--- config.mk ---
export PLATFORM = sky130hd
export DESIGN_NAME = frame_serializer_flat
export DESIGN_NICKNAME = d
export VERILOG_FILES = /design/src/rtl/frame_serializer_pkg.sv /design/src/rtl/frame_serializer_if.sv /design/src/rtl/frame_serializer_bit_timer.sv /design/src/rtl/frame_serializer.sv /design/src/flat_wrapper.sv
export SDC_FILE = /design/constraint.sdc
export NUM_CORES = 1
export LEC_CHECK = 0
export CORE_MARGIN = 2
export CORE_UTILIZATION = 45
export DETAILED_ROUTE_END_ITERATION = 16
export MAX_ROUTING_LAYER = met4
export PLACE_DENSITY = 0.71
export SETUP_SLACK_MARGIN = 0.15
export SLEW_MARGIN = 20
export SYNTH_ARGS = -nofsm -noshare
export SYNTH_HDL_FRONTEND = slang
export SYNTH_SLANG_ARGS = --single-unit
--- constraint.sdc ---
create_clock -name clock -period 1.7 [get_ports clock]
set_clock_uncertainty 0.1 [all_clocks]
set_input_delay 0.51 -clock clock [delete_from_list [all_inputs] [get_ports clock]]
set_output_delay 0.51 -clock clock [all_outputs]
set_load 0.005 [all_outputs]
--- src/rtl/frame_serializer_pkg.sv ---
// rtl/frame_serializer_pkg.sv - shared types and helpers for frame_serializer
package serializer_pkg;

  typedef enum logic [2:0] {
    IDLE,
    START,
    DATA,
    PARITY,
    STOP
  } ser_state_t;

  localparam logic IDLE_LEVEL = 1'b1;

  // Ceiling log2; clog2(1) is 0.
  function automatic int clog2(input int value);
    int r;
    r = 0;
    for (int v = value - 1; v > 0; v = v >> 1) begin
      r++;
    end
    return r;
  endfunction

endpackage

--- src/rtl/frame_serializer_if.sv ---
// rtl/frame_serializer_if.sv - word input handshake for frame_serializer
interface frame_serializer_if #(
  parameter int DATA_WIDTH = 8
);
  logic [DATA_WIDTH-1:0] data_in;
  logic                  in_valid;
  logic                  in_ready;

  modport master (output data_in, output in_valid, input in_ready);
  modport slave  (input data_in, input in_valid, output in_ready);
endinterface

--- src/rtl/frame_serializer_bit_timer.sv ---
// rtl/frame_serializer_bit_timer.sv - reloadable down-counter marking the last cycle of each line bit
module bit_timer
  import serializer_pkg::*;
#(
  parameter int CLKS_PER_BIT = 1
) (
  input  logic clock,
  input  logic reset,
  input  logic reload,
  output logic bit_end
);
  localparam int TW = (clog2(CLKS_PER_BIT) > 1) ? clog2(CLKS_PER_BIT) : 1;
  localparam logic [TW-1:0] RELOAD_VAL = TW'(CLKS_PER_BIT - 1);

  logic [TW-1:0] count_q, count_d;

  // Parks at zero so bit_end stays high until the FSM reloads.
  always_comb begin
    count_d = count_q;
    if (reload) begin
      count_d = RELOAD_VAL;
    end else if (count_q != '0) begin
      count_d = count_q - 1'b1;
    end
  end

  always_ff @(posedge clock) begin
    if (reset) begin
      count_q <= '0;
    end else begin
      count_q <= count_d;
    end
  end

  assign bit_end = (count_q == '0);
endmodule

--- src/rtl/frame_serializer.sv ---
// rtl/frame_serializer.sv - UART-style framed serializer with one-deep holding register
// Build option SERIALIZER_PARITY_EN inserts an even-parity bit after the data bits.
module frame_serializer
  import serializer_pkg::*;
#(
  parameter int DATA_WIDTH   = 8,
  parameter int CLKS_PER_BIT = 1,
  parameter int MSB_FIRST    = 0,
  parameter int STOP_BITS    = 1
) (
  input  logic              clock,
  input  logic              reset,
  frame_serializer_if.slave in_if,
  output logic              data_out,
  output logic              busy,
  output logic              done
);
  localparam int CW = clog2(DATA_WIDTH + 1);
  localparam logic [CW-1:0] LAST_BIT = CW'(DATA_WIDTH - 1);
  localparam logic LAST_STOP = 1'(STOP_BITS - 1);

  ser_state_t            state_q, state_d;
  logic [DATA_WIDTH-1:0] shift_q, shift_d;
  logic [DATA_WIDTH-1:0] hold_q, hold_d;
  logic                  hold_full_q, hold_full_d;
  logic [CW-1:0]         bit_cnt_q, bit_cnt_d;
  logic                  stop_cnt_q, stop_cnt_d;
`ifdef SERIALIZER_PARITY_EN
  logic                  parity_q, parity_d;
`endif

  logic                  accept, bit_end, reload, load_en, direct, data_bit;
  logic [DATA_WIDTH-1:0] load_word, shift_next;

  assign in_if.in_ready = !hold_full_q;
  assign accept         = in_if.in_valid && !hold_full_q;
  assign busy           = (state_q != IDLE);
  assign data_bit       = (MSB_FIRST != 0) ? shift_q[DATA_WIDTH-1] : shift_q[0];
  assign shift_next     = (MSB_FIRST != 0) ? (shift_q << 1) : (shift_q >> 1);

  bit_timer #(.CLKS_PER_BIT(CLKS_PER_BIT)) u_timer (
    .clock  (clock),
    .reset  (reset),
    .reload (reload),
    .bit_end(bit_end)
  );

  always_comb begin
    state_d     = state_q;
    shift_d     = shift_q;
    hold_d      = hold_q;
    hold_full_d = hold_full_q;
    bit_cnt_d   = bit_cnt_q;
    stop_cnt_d  = stop_cnt_q;
    reload      = 1'b0;
    load_en     = 1'b0;
    load_word   = in_if.data_in;
    direct      = 1'b0;
    data_out    = IDLE_LEVEL;
    done        = 1'b0;
`ifdef SERIALIZER_PARITY_EN
    parity_d    = parity_q;
`endif
    unique case (state_q)
      IDLE: begin
        direct = 1'b1;
        if (accept) begin
          load_en = 1'b1;
          reload  = 1'b1;
          state_d = START;
        end
      end
      START: begin
        data_out = 1'b0;
        if (bit_end) begin
          reload    = 1'b1;
          bit_cnt_d = '0;
          state_d   = DATA;
        end
      end
      DATA: begin
        data_out = data_bit;
        if (bit_end) begin
          reload = 1'b1;
          if (bit_cnt_q == LAST_BIT) begin
            stop_cnt_d = 1'b0;
`ifdef SERIALIZER_PARITY_EN
            state_d    = PARITY;
`else
            state_d    = STOP;
`endif
          end else begin
            bit_cnt_d = bit_cnt_q + 1'b1;
            shift_d   = shift_next;
          end
        end
      end
`ifdef SERIALIZER_PARITY_EN
      PARITY: begin
        data_out = parity_q;
        if (bit_end) begin
          reload  = 1'b1;
          state_d = STOP;
        end
      end
`endif
      STOP: begin
        if (bit_end) begin
          if (stop_cnt_q == LAST_STOP) begin
            // End of frame: a waiting word starts the next frame with no idle gap.
            done   = 1'b1;
            direct = 1'b1;
            if (hold_full_q) begin
              load_en     = 1'b1;
              load_word   = hold_q;
              hold_full_d = 1'b0;
              reload      = 1'b1;
              state_d     = START;
            end else if (accept) begin
              load_en = 1'b1;
              reload  = 1'b1;
              state_d = START;
            end else begin
              state_d = IDLE;
            end
          end else begin
            stop_cnt_d = 1'b1;
            reload     = 1'b1;
          end
        end
      end
      default: state_d = IDLE;
    endcase

    if (load_en) begin
      shift_d = load_word;
`ifdef SERIALIZER_PARITY_EN
      parity_d = ^load_word;
`endif
    end
    if (accept && !direct) begin
      hold_d      = in_if.data_in;
      hold_full_d = 1'b1;
    end
  end

  always_ff @(posedge clock) begin
    if (reset) begin
      state_q     <= IDLE;
      shift_q     <= '0;
      hold_q      <= '0;
      hold_full_q <= 1'b0;
      bit_cnt_q   <= '0;
      stop_cnt_q  <= 1'b0;
`ifdef SERIALIZER_PARITY_EN
      parity_q    <= 1'b0;
`endif
    end else begin
      state_q     <= state_d;
      shift_q     <= shift_d;
      hold_q      <= hold_d;
      hold_full_q <= hold_full_d;
      bit_cnt_q   <= bit_cnt_d;
      stop_cnt_q  <= stop_cnt_d;
`ifdef SERIALIZER_PARITY_EN
      parity_q    <= parity_d;
`endif
    end
  end
endmodule
--- src/flat_wrapper.sv ---
// flat-port wrapper written by rule: the top's interface ports become plain ports
module frame_serializer_flat import serializer_pkg::*;
#(
  parameter int DATA_WIDTH   = 8,
  parameter int CLKS_PER_BIT = 1,
  parameter int MSB_FIRST    = 0,
  parameter int STOP_BITS    = 1
)
  (clock, reset, data_out, busy, done, in_if_data_in, in_if_in_valid, in_if_in_ready);
  frame_serializer_if #(.DATA_WIDTH(DATA_WIDTH)) in_if_i ();
  input  logic clock;
  input  logic reset;
  output logic data_out;
  output logic busy;
  output logic done;
  input wire logic [$bits(in_if_i.data_in)-1:0] in_if_data_in;
  input wire logic [$bits(in_if_i.in_valid)-1:0] in_if_in_valid;
  output wire logic [$bits(in_if_i.in_ready)-1:0] in_if_in_ready;
  assign in_if_i.data_in = in_if_data_in;
  assign in_if_i.in_valid = in_if_in_valid;
  assign in_if_in_ready = in_if_i.in_ready;
  frame_serializer #(.DATA_WIDTH(DATA_WIDTH), .CLKS_PER_BIT(CLKS_PER_BIT), .MSB_FIRST(MSB_FIRST), .STOP_BITS(STOP_BITS)) u_core (.clock(clock), .reset(reset), .in_if(in_if_i), .data_out(data_out), .busy(busy), .done(done));
endmodule
# --- Word level (Yosys, flattened, before mapping) ---
# Cells that the tools add are included.
totals:
  wordCells: 86
  input_bits: 11
  ff_bits: 26
  out_inout_bits: 4
classes:
  n_bitwise: 1
  eq_ne: 15
  reduce_logical: 17
  add_sub_neg: 2
  muxes: 44
op_table:
  columns: ["cell", "count"]
  rows:
  - ["$mux W8", 8]
  - ["$mux W3", 7]
  - ["$mux W1", 19]
  - ["$mux W4", 3]
  - ["$ne A2 B2 Y1 const B", 6]
  - ["$pmux W3 S4", 1]
  - ["$ne A2 B1 Y1 const B", 5]
  - ["$pmux W1 S2", 4]
  - ["$pmux W4 S2", 1]
  - ["$reduce_and A4 Y1", 2]
  - ["$reduce_bool A2 Y1", 4]
  - ["$reduce_and A3 Y1", 2]
  - ["$reduce_and A6 Y1", 1]
  - ["$add A4 B1 Y4 const B", 1]
  - ["$eq A4 B3 Y1 const B", 1]
  - ["$eq A3 B1 Y1 const B", 1]
  - ["$eq A3 B2 Y1 const B", 1]
  - ["$eq A3 B3 Y1 const B", 1]
  - ["$logic_not A3 Y1", 1]
  - ["$pmux W1 S3", 1]
  - ["$reduce_bool A3 Y1", 1]
  - ["$reduce_or A3 Y1", 1]
  - ["$logic_and A1 B1 Y1", 2]
  - ["$logic_not A1 Y1", 2]
  - ["other kinds (3)", 3]

# --- Depth between registers and ports, before layout ---
# Gate-level depths: netlist of run 1.
logic_depth:
  depth_word: 9
  ltp_mapped: 5
  mapped_depth_nobuf: 5

# --- Cells and area by module ---
# A second synthesis of run 1 with hierarchy kept.
unflattened:
  hier_cells: 135
  area_unflattened_um2: 1267.5
modules_own_cells:
  columns: ["module", "cells_each", "seq_area_each_um2", "n_inst", "area_per_inst_um2"]
  rows:
  - ["frame_serializer", 132, 480.5, 1, 1239.9]
  - ["bit_timer", 3, 20.0, 1, 27.5]

# --- Worst setup path after synthesis of run 1 ---
# Ideal clock, no wire load.
synth_path:
  path_kind: "input to register"
  from: "input in_if_in_valid"
  to: "register u_core.shift_q[0]"
  t_required_ns: 1.474
  setup_time_ns: 0.126
  n_path_buf: 1
  slack_ns: 0.141
  arrival_time_ns: 1.333
  cell_stages: 5
  cell_sequence: "or2b_2 a21boi_4 or2_0 buf_6 o22ai_1"
synth_between:
  elab_chain_cells: 8
  word_cells_on_any_way: 11
  cone_classes: "eq/ne: 2; mux: 6; reduce/logical: 3"
synth_rtl:
  columns: ["item", "line", "rtl"]
  rows:
  - ["start: declaration", "flat_wrapper.sv:17", "input wire logic [$bits(in_if_i.in_valid)-1:0] in_if_in_valid;"]
  - ["$logic_and A1 B1 Y1 (*)", "frame_serializer.sv:36", "assign accept = in_if.in_valid && !hold_full_q;"]
  - ["$mux W1 (*)", "frame_serializer.sv:67, frame_serializer.sv:119", null]
  - ["$mux W1", "frame_serializer.sv:113", "if (hold_full_q) begin"]
  - ["$mux W1", "frame_serializer.sv:109", "if (stop_cnt_q == LAST_STOP) begin"]
  - ["$mux W1", "frame_serializer.sv:108", "if (bit_end) begin"]
  - ["$pmux W1 S2 (*)", "frame_serializer.sv:64", "unique case (state_q)"]
  - ["$ne A2 B1 Y1 (no source line) or $reduce_bool A2 Y1 (tied branches)", null, null]
  - ["$reduce_and A3 Y1 (no source line)", null, null]
  - ["end signal: assignment", "frame_serializer.sv:160", "shift_q <= shift_d;"]
  - ["end: declaration", "frame_serializer.sv:23", "logic [DATA_WIDTH-1:0] shift_q, shift_d;"]
# Every way passes the cells marked *; elsewhere a longest branch is shown, timed or not.
# A chain may end at the register's enable or synchronous reset.

# --- Worst setup path in the final report of run 1 ---
layout_path:
  from: "register u_core.state_q[0]"
  to: "output busy"
layout_between:
  elab_chain_cells: 1
layout_rtl:
  columns: ["item", "line", "rtl"]
  rows:
  - ["start: declaration", "frame_serializer.sv:22", "ser_state_t state_q, state_d;"]
  - ["start signal: assignment", "frame_serializer.sv:159", "state_q <= state_d;"]
  - ["$reduce_bool A3 Y1", "frame_serializer.sv:37", "assign busy = (state_q != IDLE);"]
  - ["end: declaration", "flat_wrapper.sv:14", "output logic busy;"]
# Every way passes these cells.

==> flow_metrics.tcl, run 1 <==
set metrics [dict create \
    dpl.hpwl_um 1680 \
    status "finished with violations" \
    die_y_um 54.8 \
    die_area_um2 3000 \
    end_kind "output port" \
    ir_drop_mv 0.562 \
    gp_congestion 0.745 \
    insertion_delay_ns 0.33 \
    maxSlewViolCount 0 \
    cts_htree_levels 1 \
    synthesis.area_um2 1160 \
    pwr_density_cell_nw_per_um2 695 \
    r2r-start "u_core.state_q[2]" \
    cts_made_buffers 3 \
    timing.fmax_mhz 534 \
    wl_um 2530 \
    fin_crit_sh_pct 110 \
    rsz0062_at_grt "true" \
    design_area_um2 1740 \
    criticalPathCategory "reg2out" \
    n_antenna_cell 0 \
    wl_per_cell_um 13.1 \
    clock-sinks 25 \
    ctsHoldBuffers 0 \
    fillers 184 \
    fin_setup_tns_ns -0.392 \
    hold_class "reg2reg" \
    port_buffers 14 \
    cts-root-buf "clkbuf_4" \
    ys_seq_area_share_pct 43.1 \
    avgSynthCellArea_um2 10.2 \
    reg2reg_setup_slack_ns 0.04 \
    syn_nets 126 \
    die_w_um 54.8 \
    drv_cap 0 \
    drt_iter0_markers 19 \
    area_delta_synth_final_pct 49.7 \
    cp.arrival_ns 1.26 \
    max_stage_delay_ns 0.35 \
    fin_crit_ns 1.87 \
    setup_viol 3 \
    grt_first_pass_wirelength_um 3860 \
    io_pins 15 \
    grt_remaining_overflow 0 \
    crit_start "u_core.state_q[0]" \
    hold_depth 2 \
    coreArea_um2 2450 \
    synth-seq-cells 25 \
    violations "setup timing" \
    utilization_pct 70.8 \
    final_hold_viol_count 0 \
    ys_types 32 \
    place_area_um2 1490 \
    initial_core_util_pct 47.3 \
    cp-start-kind "register" \
    drt_pass1_iterations 4 \
    crit_path_end "busy" \
    vias 1017 \
    path_cells "buf_6 -> or3_4 -> buf_6" \
    hp-start "u_core.bit_cnt_q[1]" \
    drcViolationCount 0 \
    mostFrequentLayoutCell "buf_4" \
    nNetsFinal 176 \
    reg2reg_depth 7 \
    ant_nets 0 \
    p_leak_nw 0.755 \
    clock_path_buffers 2 \
    clkTransAtPathRegs_ns 0.13 \
    synthCells 114 \
    vias_per_cell 5.27 \
    setup_slack_ns -0.172 \
    antenna_found_initial 0 \
    layout_common_cells "22 x buf_4, 20 x mux2i_1, 19 x dfxtp_1" \
    num_rows 18 \
    crit_required_ns 1.09 \
    cts_tree "yes" \
    reg2reg_to "u_core.shift_q[2]" \
    critPathMostFrequentCell "buf_6" \
    cpMaxStageDelayCell "dfxtp_2" \
    grt_start_max_net_pins 16 \
    grt_pass1_vias 895 \
    path_max_fanout 3 \
    yosys_warnings 0 \
    track_usage_pct 18.9 \
    drive_gt1_share_pct 39.9 \
]
## metrics by stage
step / total power [W] / std cells / worst slack [ns] / hold WS (ns)
floorplan: 0.000780 / 114 / 0.174 / 0.347
global placement: 0.000879 / 176 / -0.327 / 0.359
detailed placement: 0.000886 / 176 / -0.359 / 0.371
CTS: 0.00118 / 187 / -0.162 / 0.390
global route: 0.00127 / 193 / -0.216 / 0.422
finish: 0.00121 / 193 / -0.172 / 0.385
## power by group
group / switching [W] / total [W] / internal (W) / leakage, nW
clock: 0.000180 / 0.000270 / 0.0000902 / 0.0139
sequential: 0.0000246 / 0.000645 / 0.000620 / 0.207
combinational: 0.000122 / 0.000293 / 0.000171 / 0.534
## cells in the mapped netlist
master	instances	area, um^2
a2bb2oi_1	1	8.76
a31oi_1	1	6.26
o22ai_1	7	43.8
and3_1	1	6.26
ha_1	1	12.5
inv_1	3	11.3
nor2_1	14	52.6
a31o_2	1	8.76
conb_1	1	3.75
mux2i_1	22	220
nor2_4	1	11.3
a211oi_2	1	12.5
or2_0	1	6.26
nand2b_1	2	12.5
nand3_1	4	20.0
dfxtp_1	25	500
nand3b_1	1	7.51
nor2b_1	1	6.26
or3_1	1	6.26
o21ai_1	1	5.00
xor2_1	3	26.3
nand2_4	1	11.3
clkbuf_1	1	3.75
nand2_2	1	6.26
a21oi_1	4	20.0
a21boi_4	1	18.8
nor4b_4	2	47.6
or2b_2	1	8.76
nor3_1	5	25.0
a311oi_1	1	8.76
nand2_1	3	11.3
buf_6	1	11.3
## metal layers
layer  global-route usage (%)  part of all wire (%)
met1                     23.1                    44
met2                     29.8                    50
met3                     3.83                   4.3
met4                     8.75                   1.3
met5                        -                     0
## what timing repair did
action                                  in CTS  in global routing
buffers inserted                             6                  6
pin swaps                                    6                 12
endpoints found under the setup margin      22                 27
resized for setup                           28                 24
gates cloned                                 1                  0
## how the worst min path moves through the flow
stage	end	slack, ns
after floorplan	u_core.bit_cnt_q[1]	0.35
after global placement	u_core.bit_cnt_q[1]	0.36
after detailed placement	u_core.bit_cnt_q[1]	0.37
after CTS	u_core.bit_cnt_q[1]	0.39
after global routing	u_core.bit_cnt_q[1]	0.42
final	u_core.bit_cnt_q[1]	0.39
## state kept, by name (all words and copies together) (netlist names)
register and cells:
u_core.bit_cnt_q 4, u_core.hold_q 8, u_core.hold_full_q 1, u_core.shift_q 8
u_core.state_q 3, u_core.u_timer.count_q 1
## cell families (layout without fill, tap and decap cells)
logic type / count (synthesis) / in the layout / synth area share, %
and+or+nand+nor: 39 / 40 / 20.6
other: 1 / 1 / 0.323
muxes: 22 / 22 / 19.0
buffers and inverters: 5 / 53 / 2.26
adders and majority gates: 1 / 1 / 1.08
DFF: 25 / 25 / 43.1
AOI/OAI and AO/OA: 18 / 18 / 11.4
xor gates and xnor gates: 3 / 3 / 2.26
## worst max-delay path, delay by kind of cell, from the launching register on
| family | cells | cell delay (ns) |
|---|---|---|
| AND/OR/NAND/NOR | 1 | 0.34 |
| flip-flops | 1 | 0.35 |
| buffers and inverters | 2 | 0.25 |
## cell type report
cell class	count	area (um^2)	share of cell area, %
multi-input cells	85	732	42.1
inverters	3	11.3	0.648
clock buffers	3	22.5	1.30
flip-flops and latches	25	515	29.7
clock inverters	1	7.51	0.432
repair buffers	46	412	23.7
well taps	30	37.5	2.16
(Power assumes the default switching activity.)
==> inputs of run 2 (changes only) <==
CORE_MARGIN = 5   (was 2)
RECOVER_POWER = 100   (was not set)
clock period = 2.26 ns   (was 1.7 ns; I/O delays follow)
==> run 2 against run 1 <==
Compared with the run above: the run now ends clean; register-to-register slack better by 0.34 ns; via count down 12%; largest power group unchanged; sequential power down 24%; worst setup slack better by 0.35 ns; critical path depth up 2; count of clock-buffer cells in the layout unchanged; critical path type is now in2reg; non-clock buffer count down 21; design area down 18%; first-iteration DRC count unchanged; clock power down 26%; highest routed layer unchanged.
==> flow_metrics.tcl, run 2 (synthesis results as in run 1) <==
set metrics [dict create \
    status "finished, final reports clean" \
    vias_per_cell 5.24 \
    cts_htree_levels 1 \
    grt_pass1_vias 854 \
    grt_start_max_net_pins 15 \
    fin_setup_tns_ns 0 \
    vias 896 \
    pwr_density_cell_nw_per_um2 583 \
    rsz0062_at_grt "true" \
    ir_drop_mv 0.381 \
    grt_remaining_overflow 0 \
    drv_cap 0 \
    grt_first_pass_wirelength_um 3590 \
    die_w_um 60.8 \
    port_buffers 14 \
    wl_per_cell_um 12.3 \
    criticalPathCategory "in2reg" \
    cts-root-buf "clkbuf_4" \
    cts_tree "yes" \
    reg2reg_to "u_core.shift_q[0]" \
    die_area_um2 3700 \
    antenna_found_initial 0 \
    tightest_slew_ns 0.538 \
    maxSlewViolCount 0 \
    hold_depth 2 \
    nNetsFinal 154 \
    end_kind "register" \
    io_pins 15 \
    largestRegisters "u_core.hold_q x8, u_core.shift_q x8, u_core.bit_cnt_q x4" \
    drt_iter0_markers 19 \
    cts_made_buffers 3 \
    final_hold_viol_count 0 \
    initial_core_util_pct 46.9 \
    area_delta_synth_final_pct 23.0 \
    place_inst 162 \
    hp-start "u_core.bit_cnt_q[1]" \
    setup_viol 0 \
    cp.arrival_ns 2.21 \
    insertion_delay_ns 0.32 \
    fin_crit_sh_pct 92.3 \
    clock_path_buffers 2 \
    ant_nets 0 \
    num_rows 18 \
    drive_gt1_share_pct 21.3 \
    hold_class "reg2reg" \
    timing.fmax_mhz 479 \
    p_leak_nw 0.628 \
    cp-start-kind "input pin" \
    die_y_um 60.8 \
    drt_pass1_iterations 4 \
    gp_congestion 0.778 \
    fin_cells 171 \
    slew_headroom_pct 64.1 \
    whs_endpoint "u_core.bit_cnt_q[1]" \
    path_max_fanout 8 \
    crit_start "in_if_in_valid" \
    crit_required_ns 2.39 \
    coreArea_um2 2480 \
    fillers 236 \
    reg2reg_setup_slack_ns 0.38 \
    n_antenna_cell 0 \
    r2r-start "u_core.state_q[2]" \
    drcViolationCount 0 \
    clkTransAtPathRegs_ns 0.13 \
    finalPower_w 0.000833 \
    reg2reg_depth 6 \
    wl_um 2110 \
    dpl.hpwl_um 1580 \
    layout_common_cells "22 x mux2i_1, 22 x dfxtp_1, 13 x nor2_1" \
    clock-sinks 25 \
    fin_crit_ns 2.09 \
    track_usage_pct 13.4 \
]
==> run 2: how the worst max path moves through the flow <==
| stage | end | slack [ns] | depth (start not counted) |
|---|---|---|---|
| after global placement | u_core.hold_q[3] | 0.01 | 5 |
| after floorplan | u_core.shift_q[0] | 0.53 | 5 |
| after global routing | data_out | 0.08 | 4 |
| after detailed placement | u_core.hold_q[3] | -0.03 | 5 |
| final | u_core.hold_q[3] | 0.17 | 5 |
| after CTS | done | 0.15 | 3 |
==> run 2: area by class of cell <==
| cell class | instances | area, um^2 | area share (%) |
|---|---|---|---|
| well taps | 30 | 37.5 | 2.63 |
| inverters | 3 | 11.3 | 0.789 |
| clock buffers | 3 | 22.5 | 1.58 |
| flip-flops and latches | 25 | 507 | 35.5 |
| clock inverters | 1 | 5.00 | 0.351 |
| multi-input cells | 84 | 633 | 44.3 |
| repair buffers | 25 | 211 | 14.8 |
==> run 2: power breakdown <==
part	total, W	internal (W)	leakage [nW]	switching, W
Clock	0.000199	0.0000663	0.0177	0.000133
Sequential	0.000490	0.000468	0.205	0.0000224
Combinational	0.000143	0.0000819	0.405	0.0000611
Total	0.000833	0.000616	0.628	0.000216
==> run 2: per-layer routing <==
layer	up-vias	global-route usage, %	part of all wire (%)
met3	5	3.40	2.7
met2	9	22.0	50
li1	467	-	-
met1	415	15.4	46
met5	-	-	0
met4	0	5.57	1.9
==> run 2: what timing repair did <==
action,in CTS,in global routing
setup endpoints to repair,3,4
pin swaps,0,2
hold buffers,0,0
cloned,0,0
setup buffers,4,1
resized for setup,14,7
==> run 2: stage by stage <==
stage | utilization (%) | setup WS [ns] | hold WS (ns) | instance area [um^2]
after floorplan | - | 0.533 | 0.347 | 1160
after global placement | 55.3 | 0.0110 | 0.359 | 1370
after detailed placement | 55.3 | -0.0332 | 0.366 | 1370
after CTS | 57.8 | 0.153 | 0.385 | 1430
after global routing | 57.6 | 0.0810 | 0.424 | 1430
final | 57.6 | 0.174 | 0.382 | 1430
==> run 2: critical path: stages <==
cell	delay, ns
clkdlybuf4s50_1	0.47
or2b_2	0.34
nor2_2	0.42
mux2i_1	0.25
nor2_1	0.05
==> inputs of run 3 (changes only) <==
CORE_UTILIZATION = 35   (was 45)
PLACE_DENSITY = 0.59   (was 0.71)
SKIP_LAST_GASP = 1   (was not set)
==> run 3 against run 2 <==
Compared with the run above: combinational power increased by 7%; total power increased by 2.5%; core utilization decreased by 13 points; sequential share of layout area decreased by 1.1 points; via count decreased by 0.45%; first-iteration DRC count increased by 100%; global-route usage decreased by 1.1 points; critical path type is now reg2out.
==> flow_metrics.tcl, run 3 (synthesis results as in run 1) <==
set metrics [dict create \
    grt_pass1_vias 921 \
    antenna_found_initial 0 \
    final_hold_viol_count 0 \
    cts_tree "yes" \
    n_antenna_cell 0 \
    clock-sinks 25 \
    fin_cells 189 \
    cts_made_buffers 3 \
    clkTransAtPathRegs_ns 0.15 \
    crit_required_ns 1.48 \
    clock_path_buffers 2 \
    drive_gt1_share_pct 20.3 \
    die_area_um2 4570 \
    nNetsFinal 156 \
    die_y_um 67.6 \
    layout_common_cells "24 x dfxtp_1, 22 x mux2i_1, 14 x nor2_1" \
    io_pins 15 \
    hold_depth 2 \
    p_leak_nw 0.636 \
    area_delta_synth_final_pct 26.2 \
    max_stage_delay_ns 0.45 \
    insertion_delay_ns 0.33 \
    grt_remaining_overflow 0 \
    wl_per_cell_um 12.7 \
    crit_path_end "data_out" \
    path_cells "nand2b_1 -> nor2_1 -> o21ai_1 -> clkdlybuf4s15_1" \
    reg2reg_to "u_core.shift_q[3]" \
    wl_um 2400 \
    fin_setup_tns_ns 0 \
    vias 892 \
    place_inst 179 \
    vias_per_cell 4.72 \
    grt_start_max_net_pins 16 \
    drt_iter0_markers 38 \
    crit_family "flip-flops" \
    mostFrequentLayoutCell "dfxtp_1" \
    num_rows 21 \
    largestRegisters "u_core.hold_q x8, u_core.shift_q x8, u_core.bit_cnt_q x4" \
    port_buffers 14 \
    initial_core_util_pct 35.4 \
    fin_crit_ns 2.11 \
    grt_first_pass_wirelength_um 4100 \
    criticalPathCategory "reg2out" \
    rsz0062_at_grt "true" \
    pwr_density_cell_nw_per_um2 583 \
    dpl.hpwl_um 1760 \
    cp-start-kind "register" \
    timing.fmax_mhz 474 \
    cp_num_buf_inv 1 \
    slew_headroom_pct 63.2 \
    maxSlewViolCount 0 \
    drcViolationCount 0 \
    end_kind "output port" \
    cpMaxStageDelayCell "dfxtp_1" \
    crit_start "u_core.state_q[0]" \
    cts_htree_levels 1 \
    fin_crit_sh_pct 93.3 \
    ant_nets 0 \
    hold_class "reg2reg" \
    track_usage_pct 12.3 \
    status "finished, final reports clean" \
    drt_pass1_iterations 4 \
    coreArea_um2 3280 \
    holdWs_ns 0.390 \
    dp_slack_ns -0.0734 \
    utilization_pct 44.6 \
    tightest_slew_ns 0.551 \
    drv_cap 0 \
    r2r-start "u_core.state_q[1]" \
    die_w_um 67.6 \
    gp_congestion 0.736 \
    cts-root-buf "clkbuf_4" \
    reg2reg_depth 8 \
    setup_slack_ns 0.152 \
    reg2reg_setup_slack_ns 0.32 \
    cp.arrival_ns 1.33 \
    path_max_fanout 5 \
    setup_viol 0 \
    worst-path-stages 4 \
    ir_drop_mv 0.295 \
]
run 3: cell types whose count changed in the layout (fill, tap and decap cells not counted), moves of 2 or more:
cell	change
buf_4	+2
dfxtp_1	+2
dfxtp_2	-2
nor2_2	-2
run 3: layout make-up:
type                            instances  area [um^2]
Tap cell                               46         57.6
Multi-Input combinational cell         84          631
Clock buffer                            3         22.5
Clock inverter                          1         7.51
Sequential cell                        25          504
Fill cell                             334         1820
Inverter                                3         11.3
Timing Repair Buffer                   27          231
run 3: worst register-to-register path, cell delays in order (launching register included):
cell and delay (ns):
dfxtp_4 0.40, buf_6 0.12, nor4b_4 0.31, buf_4 0.16, buf_4 0.09, buf_4 0.10
nand2_2 0.15, mux2i_1 0.25, o22ai_1 0.13
run 3: how the worst min path moves through the flow:
stage / startpoint / to / slack, ns
2_1_floorplan: u_core.bit_cnt_q[1] / u_core.bit_cnt_q[1] / 0.35
3_3_place_gp: u_core.bit_cnt_q[1] / u_core.bit_cnt_q[1] / 0.36
3_5_place_dp: u_core.bit_cnt_q[1] / u_core.bit_cnt_q[1] / 0.37
4_1_cts: u_core.bit_cnt_q[1] / u_core.bit_cnt_q[1] / 0.39
5_1_grt: u_core.bit_cnt_q[1] / u_core.bit_cnt_q[1] / 0.41
6_report: u_core.bit_cnt_q[1] / u_core.bit_cnt_q[1] / 0.39
run 3: metrics by stage:
step / total power, W / area [um^2]
after detailed placement: 0.000647 / 1400
after global routing: 0.000906 / 1470
after floorplan: 0.000585 / 1160
final: 0.000854 / 1470
after global placement: 0.000641 / 1400
after CTS: 0.000862 / 1470
run 3: report_power, final:
| part | internal, W | switching, W |
|---|---|---|
| combinational | 0.0000848 | 0.0000683 |
| sequential | 0.000467 | 0.0000192 |
| clock | 0.0000678 | 0.000146 |
run 3: what timing repair did:
item                                    4_1_cts  5_1_grt
pin swaps                                     1        2
endpoints found under the setup margin        3        4
buffers inserted                              4        2
resized for setup                            15        4
hold buffers                                  0        0
run 3: per-layer routing:
| layer | track usage (%) | share of wire (%) |
|---|---|---|
| met1 | 14.4 | 46 |
| met2 | 20.5 | 50 |
| met3 | 1.50 | 1.4 |
| met4 | 6.33 | 2.8 |
| met5 | - | 0 |
